**src/rtl/freq_sweep_ctrl.sv**
```systemverilog
// ============================================================================
// freq_sweep_ctrl
//   Steps the clock-divider period value from start to stop, switching only at
//   divider period boundaries. Optional macro: SWEEP_LOOP_EN (loop restart).
//   Revision: 1.0
// ============================================================================
`default_nettype none
`timescale 1ns/1ps

module freq_sweep_ctrl #(
    parameter int VW = 24,
    parameter int SW = 16
) (
    input  logic          clk,
    input  logic          rst,
    input  logic [VW-1:0] cfg_start_i,
    input  logic [VW-1:0] cfg_stop_i,
    input  logic [SW-1:0] cfg_step_i,
    input  logic [SW-1:0] cfg_dwell_i,
    input  logic          cfg_enable_i,
    input  logic          cfg_loop_i,
    input  logic          cfg_strobe_i,
    input  logic          sig_edge_i,
    output logic [VW-1:0] div_value_o,
    output logic          busy_o,
    output logic          done_o,
    output logic [1:0]    state_o
);

    typedef enum logic [1:0] {
        S_IDLE  = 2'd0,
        S_ARM   = 2'd1,
        S_DWELL = 2'd2,
        S_DONE  = 2'd3
    } state_t;

    state_t        state_q, state_d;
    logic [VW-1:0] div_q, div_d;
    logic [SW-1:0] cnt_q, cnt_d;
    logic          busy_q, busy_d;
    logic          done_q, done_d;
    logic [VW-1:0] start_q, stop_q;
    logic [SW-1:0] step_q, dwell_q;
    logic          up_q;

`ifdef SWEEP_LOOP_EN
    logic          loop_q;
`else
    logic          cfg_loop_unused;
    assign cfg_loop_unused = cfg_loop_i;
`endif

    logic [SW-1:0] step_eff, dwell_eff;
    logic [VW:0]   step_ext, sum_ext, diff_ext, stop_ext;
    logic [VW-1:0] next_val;

    // Arithmetic carried at VW+1 bits so overshoot is detected instead of wrapping.
    always_comb begin
        step_eff  = (step_q  == '0) ? SW'(1) : step_q;
        dwell_eff = (dwell_q == '0) ? SW'(1) : dwell_q;
        step_ext  = {{(VW+1-SW){1'b0}}, step_eff};
        stop_ext  = {1'b0, stop_q};
        sum_ext   = {1'b0, div_q} + step_ext;
        diff_ext  = {1'b0, div_q} - step_ext;
        if (up_q) begin
            next_val = (sum_ext > stop_ext) ? stop_q : sum_ext[VW-1:0];
        end else begin
            next_val = (diff_ext[VW] || (diff_ext < stop_ext)) ? stop_q : diff_ext[VW-1:0];
        end
    end

    always_comb begin
        state_d = state_q;
        div_d   = div_q;
        cnt_d   = cnt_q;
        done_d  = 1'b0;
        if (cfg_strobe_i) begin
            state_d = cfg_enable_i ? S_ARM : S_IDLE;
        end else if (sig_edge_i) begin
            case (state_q)
                S_ARM: begin
                    div_d   = start_q;
                    cnt_d   = dwell_eff;
                    state_d = S_DWELL;
                end
                S_DWELL: begin
                    if (cnt_q > SW'(1)) begin
                        cnt_d = cnt_q - SW'(1);
                    end else if (div_q != stop_q) begin
                        div_d = next_val;
                        cnt_d = dwell_eff;
                    end else begin
                        done_d = 1'b1;
`ifdef SWEEP_LOOP_EN
                        if (loop_q) begin
                            div_d = start_q;
                            cnt_d = dwell_eff;
                        end else begin
                            state_d = S_DONE;
                        end
`else
                        state_d = S_DONE;
`endif
                    end
                end
                default: ;
            endcase
        end
        busy_d = (state_d == S_ARM) || (state_d == S_DWELL);
    end

    always_ff @(posedge clk) begin
        if (rst) begin
            state_q <= S_IDLE;
            div_q   <= '1;
            cnt_q   <= '0;
            busy_q  <= 1'b0;
            done_q  <= 1'b0;
            start_q <= '0;
            stop_q  <= '0;
            step_q  <= '0;
            dwell_q <= '0;
            up_q    <= 1'b0;
`ifdef SWEEP_LOOP_EN
            loop_q  <= 1'b0;
`endif
        end else begin
            state_q <= state_d;
            div_q   <= div_d;
            cnt_q   <= cnt_d;
            busy_q  <= busy_d;
            done_q  <= done_d;
            if (cfg_strobe_i) begin
                start_q <= cfg_start_i;
                stop_q  <= cfg_stop_i;
                step_q  <= cfg_step_i;
                dwell_q <= cfg_dwell_i;
                up_q    <= (cfg_stop_i >= cfg_start_i);
`ifdef SWEEP_LOOP_EN
                loop_q  <= cfg_loop_i;
`endif
            end
        end
    end

    assign div_value_o = div_q;
    assign busy_o      = busy_q;
    assign done_o      = done_q;
    assign state_o     = state_q;

endmodule

`default_nettype wire

```
**config.mk**
```make
export PLATFORM = sky130hd
export DESIGN_NAME = freq_sweep_ctrl
export DESIGN_NICKNAME = d
export VERILOG_FILES = /design/src/rtl/freq_sweep_ctrl.sv
export SDC_FILE = /design/constraint.sdc
export NUM_CORES = 1
export LEC_CHECK = 0
export ABC_AREA = 1
export ABC_CLOCK_PERIOD_IN_PS = 9990
export BUFFER_PORTS_ARGS = -buffer_cell sky130_fd_sc_hd__buf_2
export CAP_MARGIN = 20
export CORE_MARGIN = 3
export CORE_UTILIZATION = 65
export CTS_CLUSTER_SIZE = 25
export DETAILED_ROUTE_END_ITERATION = 12
export PLACE_DENSITY = 0.87
export SLEW_MARGIN = 20
export SYNTH_ARGS = -nofsm -noshare
export SYNTH_HDL_FRONTEND = slang
export SYNTH_SLANG_ARGS = --single-unit
```
**constraint.sdc**
```tcl
create_clock -name clk -period 9.99 [get_ports clk]
set_input_delay 1.998 -clock clk [delete_from_list [all_inputs] [get_ports clk]]
set_output_delay 1.998 -clock clk [all_outputs]
set_load 0.01 [all_outputs]
```
Yosys cells after proc, flatten, opt, wreduce, memory -nomap -nowiden

Index checks and enable logic that the tools add are counted.

Output and inout bits: 28
Word-level logic and storage cells: 54
Input bits: 86
Bits in registers: 125

Equality and inequality tests: 8
Muxes and demuxes: 18
Reduce and logical (&&, ||, !) cells: 8
Bitwise logic cells: 3
Add/subtract/negate cells: 3
Order comparisons: 4

Operator list:

| cell                                                            | number |
|---|---|
| 2-to-1 mux 24 bit                                               | 5 |
| 2-to-1 mux 16 bit                                               | 4 |
| case mux 24 bit (2 select lines)                                | 1 |
| zero test 16 bit                                                | 2 |
| case mux 16 bit (2 select lines)                                | 1 |
| adder 24 x 16 -> 25 bit                                         | 1 |
| greater-than comparator 25 x 24 -> 1 bit                        | 1 |
| < comparator 25 x 24 -> 1 bit                                   | 1 |
| subtractor 24 x 16 -> 25 bit                                    | 1 |
| >= comparator 24 bit                                            | 1 |
| inequality test 24 bit                                          | 1 |
| greater-than comparator 16 x 1 -> 1 bit (second input constant) | 1 |
| subtractor 16 x 1 -> 16 bit (second input constant)             | 1 |
| 2-to-1 mux 2 bit                                                | 4 |
| AND reduction 5 bit                                             | 1 |
| OR reduction 5 bit                                              | 1 |
| equality test 2 x 1 -> 1 bit (second input constant)            | 2 |
| equality test 2 bit (second input constant)                     | 2 |
| inequality test 2 bit (second input constant)                   | 2 |
| case mux 2 bit (2 select lines)                                 | 1 |
| AND reduction 4 bit                                             | 1 |
| inequality test 3 bit (second input constant)                   | 1 |
| NOT 1 bit                                                       | 3 |
| logical OR 1 bit                                                | 2 |
| 2 further kinds                                                 | 3 |

Depth between registers and ports, before layout

Depth in word-level cells: 10
Depth in mapped cells: 33
Mapped depth without buffers: 32

Worst setup path after synthesis

No wires, ideal clock.

Kind: register -> register
Start point: register step_q[6]
End point: register div_q[16] (netlist: div_value_o[16])
Library setup time: 0.115 ns
Slack: 6.084 ns
Period minus slack after synthesis: 3.906 ns
Required time: 9.875 ns
Data arrival time: 3.791 ns
Path buffers: 1
Stages on the path, launching flop included: 33
Cell sequence: dfxtp_1 inv_1 nand4_1 nor3_1 a41o_1 ha_1 inv_1 fa_1 inv_1 nand2_1 nand2_1 o21ai_1 o21bai_1 nand2_1 nand3_1 xor2_1 inv_1 ha_1 a21oi_1 nor2_1 nor2_1 a21oi_1 nor2_1 nand2_1 nand2_1 nand2_1 nand2_1 clkbuf_1 nand3_1 nand3_1 nand3_1 nand2_1 nand2_1

Longest elaborated chain between the ends: 10
Elaborated cells between the ends (all ways): 13
Those cells by class: add/sub: 2; order compare: 2; mux: 7; reduce/logical: 2

Ends and longest elaborated chain:

| element                              | RTL line | text |
|---|---|---|
| from (decl)                          | 43       | `logic [SW-1:0] step_q, dwell_q;` |
| from (signal assigned)               | 136      | `step_q <= cfg_step_i;` |
| zero test 16 bit                     | 59       | `step_eff = (step_q == '0) ? SW'(1) : step_q;` |
| 2-to-1 mux 16 bit (*)                | 59       |  |
| subtractor 24 x 16 -> 25 bit         | 64       | `diff_ext = {1'b0, div_q} - step_ext;` |
| < comparator 25 x 24 -> 1 bit        | 68       | `next_val = (diff_ext[VW] \|\| (diff_ext < stop_ext)) ? stop_q : diff_ext[VW-1:0];` |
| logical OR 1 bit                     | 68       |  |
| 2-to-1 mux 24 bit                    | 68       |  |
| 2-to-1 mux 24 bit (*)                | 65       | `if (up_q) begin` |
| 2-to-1 mux 24 bit (*)                | 89       | `end else if (div_q != stop_q) begin` |
| 2-to-1 mux 24 bit (*)                | 87       | `if (cnt_q > SW'(1)) begin` |
| case mux 24 bit (2 select lines) (*) | 80       | `case (state_q)` |
| to (signal assigned)                 | 129      | `div_q <= div_d;` |
| to (decl)                            | 38       | `logic [VW-1:0] div_q, div_d;` |

Every way passes the cells marked *; elsewhere a longest branch is shown, timed or not. The select of a mux whose other input is x is not followed.
A chain may end at the register's enable or synchronous reset.

Worst setup path after layout

Start point: register step_q[11]
End point: register div_q[7] (netlist: div_value_o[7])

The elaborated chain is that of the path after synthesis.

==> run_results.csv <==
group,metric,value,unit
run_status,status,"finished, final reports clean",
critical_path,crit_top_cell,"nand2_1",
final_layout,postLayoutCoreUtil,74.0,%
route,dr.pass1.iters,6,
global_route,grt_pass1_vias,10600,
final_layout,antenna_cells,0,
die,dieArea,18100,um2
die,die_w,135,um
global_route,grt-ovfl-total,0,
logic_synthesis,synth_cells,1674,
critical_path,crit_family,"simple AND/OR/NAND/NOR gates",
critical_path,start_kind,"flop",
logic_synthesis,yosys_warnings,0,
final_layout,area_growth,10.4,%
sta,hold_violations,0,
logic_synthesis,synth-async-reset-ratio,0,%
logic_synthesis,yosysSeqAreaShare,23.3,%
die,ios,114,
worst_hold_path,hp-class,"reg -> reg",
route,drt_drc_violations_left,0,
sta,finalCritPeriodShare,59.5,%
logic_synthesis,yosysTopAreaCellShare,23.3,%
die,die-height,135,um
clock_network,cts_resized,0,
clock_network,post_cts_buffers,0,
critical_path,end_kind,"flop",
route,vias,11700,
final_layout,fin_area,11800,um2
sta,drv_slew,0,
sta,tns,0,ps
route,ant_nets,0,
critical_path,crit_buf_inv,4,
power,p_per_area,158,nW/um2
clock_network,clk_latency,440,ps
clock_network,htreeDepth,4,
clock_network,clockBufferDepth,2,
clock_network,root_buffer,"clkbuf_16",
logic_synthesis,syn_area,10700,um2
logic_synthesis,synth.largest_area_cell,"dfxtp_1",
die,core,16000,um2
logic_synthesis,syn_avg_cell_area,6.41,um2
clock_network,clk_pin_slew,70,ps
clock_network,ctsHoldBuffers,0,
sta,worst_slew_pin_slew,949,ps
critical_path,cp_data_arrival_time,6270,ps
power,finalPower,1880,uW
critical_path,slowest_delay,670,ps
logic_synthesis,synth_edf_count,0,
power,power.leakage,0.00562,uW
sta,setup_viol_count_final,0,
power,peakVddDrop,0.159,mV
logic_synthesis,syn-num-nets,1871,
critical_path,required,10310,ps
critical_path,crit_fanout,25,
clock_network,cts_tree,"yes",
logic_synthesis,synth_area_leaders,"dfxtp_1 23%, ha_1 13%, nand2_1 11%",
global_route,grt_max_degree,98,
placed_design,io_buffers,112,
critical_path,critical_path_class,"reg -> reg",
die,rows,46,
placed_design,dp_hpwl,24900,um
global_route,antenna_found_initial,0,
logic_synthesis,ys_seq_elements,125,
final_layout,drive_gt1_share,11.4,%
route,drt_wl_total,33400,um
sta,slew_headroom,36.7,%
clock_network,clock_sink_count,125,
logic_synthesis,synthFlopType,"dfxtp_1",
flow_run,cap_violations,0,
route,viasPerCell,6.00,
critical_path,cp_slowest_cell,"nand2_2",
sta,rsz0062_at_grt,"no",
placed_design,placed_area,11200,um2
global_route,grt_pass1_wl,53100,um
placed_design,place.gp.congestion,1.04,
clock_network,cts_buffers,17,
route,drtIter0Drc,1419,
sta,fin_crit,5950,ps
route,wl_per_cell,17.1,um
global_route,grt_use_total,36.5,%
logic_synthesis,synth_cell_types,54,
final_layout,fin_nets,1921,
die,initial_core_util,67.1,%
sta,max_freq,168,MHz
sta,finClkSkew,14.4,ps
## sequential cells by signal, summed over array words and instances (netlist names)
name,count
step_q,16
state_o,2
div_value_o,24
stop_q,24
busy_o,1
start_q,24
done_o,1
dwell_q,16
up_q,1
cnt_q,16
## Yosys cell counts (3+ instances only)
library cell,instances
clkbuf_1,59
xnor2_1,12
nor2_2,6
nand2_2,8
o21ai_0,116
o22ai_1,9
buf_6,4
nor4_1,11
buf_4,6
o21bai_1,6
or2_2,4
xor2_1,40
buf_2,15
inv_1,225
inv_2,9
nand3_1,171
a211oi_1,10
nor2_1,125
nand2_1,323
nand4_1,33
ha_1,109
buf_1,3
a21oi_1,176
nand3b_1,8
nor2_4,3
nor3_1,20
dfxtp_1,125
## worst min-delay path, stage by stage (launching register included)
cell	delay [ps]
dfxtp_1	300
inv_1	60
a21oi_1	60
## path summary, 6_finish.rpt
path / start / endpoint / slack [ps] / cells after the start
worst min register to register: start_q[0] / start_q[0] / 470 / 2
worst min-delay path: start_q[0] / start_q[0] / 470 / 2
worst max-delay path: step_q[11] / div_value_o[7] / 4040 / 29
worst max register to register: step_q[11] / div_value_o[7] / 4040 / 29
## layer usage
metal	vias up	GRT usage (%)	routed length, um
li1	5624	-	-
met1	5329	48.7	13700
met2	643	57.8	14800
met3	125	7.97	3400
met4	0	14.5	1440
met5	-	0	0
## report_power, final
group / total (uW) / switching (uW) / internal [uW]
Clock: 678 / 276 / 403
Combinational: 643 / 423 / 220
Sequential: 554 / 25.9 / 528
Total: 1880 / 725 / 1150
## cell usage in the layout (no fill, tap or decap), drive strengths merged, types with 3 or more instances in the layout
| cell | Yosys | final |
|---|---|---|
| nand2 | 335 | 335 |
| inv | 234 | 242 |
| a21oi | 178 | 178 |
| nand3 | 173 | 173 |
| nor2 | 134 | 134 |
| dfxtp | 125 | 125 |
| o21ai | 119 | 119 |
| buf | 29 | 119 |
| ha | 109 | 109 |
| xor2 | 40 | 40 |
| nand4 | 34 | 34 |
| nor3 | 20 | 20 |
| clkbuf | 59 | 17 |
| xnor2 | 12 | 12 |
| nor4 | 11 | 11 |
| a211oi | 10 | 10 |
| o22ai | 9 | 9 |
| nand3b | 8 | 8 |
| o21bai | 6 | 6 |
| or2 | 4 | 4 |
| o211ai | 4 | 4 |
| clkinvlp | 0 | 3 |
| bufinv | 0 | 3 |
| clkinv | 2 | 3 |
## cell families (layout without fill, tap and decap cells)
| family | count (synthesis) | after routing | synth area share, % |
|---|---|---|---|
| fa+ha+maj | 111 | 111 | 13.1 |
| xor+xnor | 52 | 52 | 4.24 |
| simple gates | 723 | 723 | 30.2 |
| compound gates | 339 | 339 | 17.0 |
| buf+inv | 324 | 387 | 12.2 |
| flops | 125 | 125 | 23.3 |
## area by class of cell
type | count | area [um2]
multi-input cells | 1225 | 6940
fillers | 1390 | 4150
flip-flops and latches | 125 | 2500
inverters | 236 | 892
repair buffers | 119 | 613
clock buffers | 17 | 425
well taps | 216 | 270
clock inverters | 15 | 201
## stage by stage
step,hold WS (ps),cells,worst slack (ps)
3_5_place_dp,465,1921,4320
4_1_cts,475,1953,4230
3_3_place_gp,442,1921,4420
6_report,471,1953,4040
5_1_grt,507,1953,3590
2_1_floorplan,434,1674,6080
Note: power is estimated with default switching activity, not from simulation.
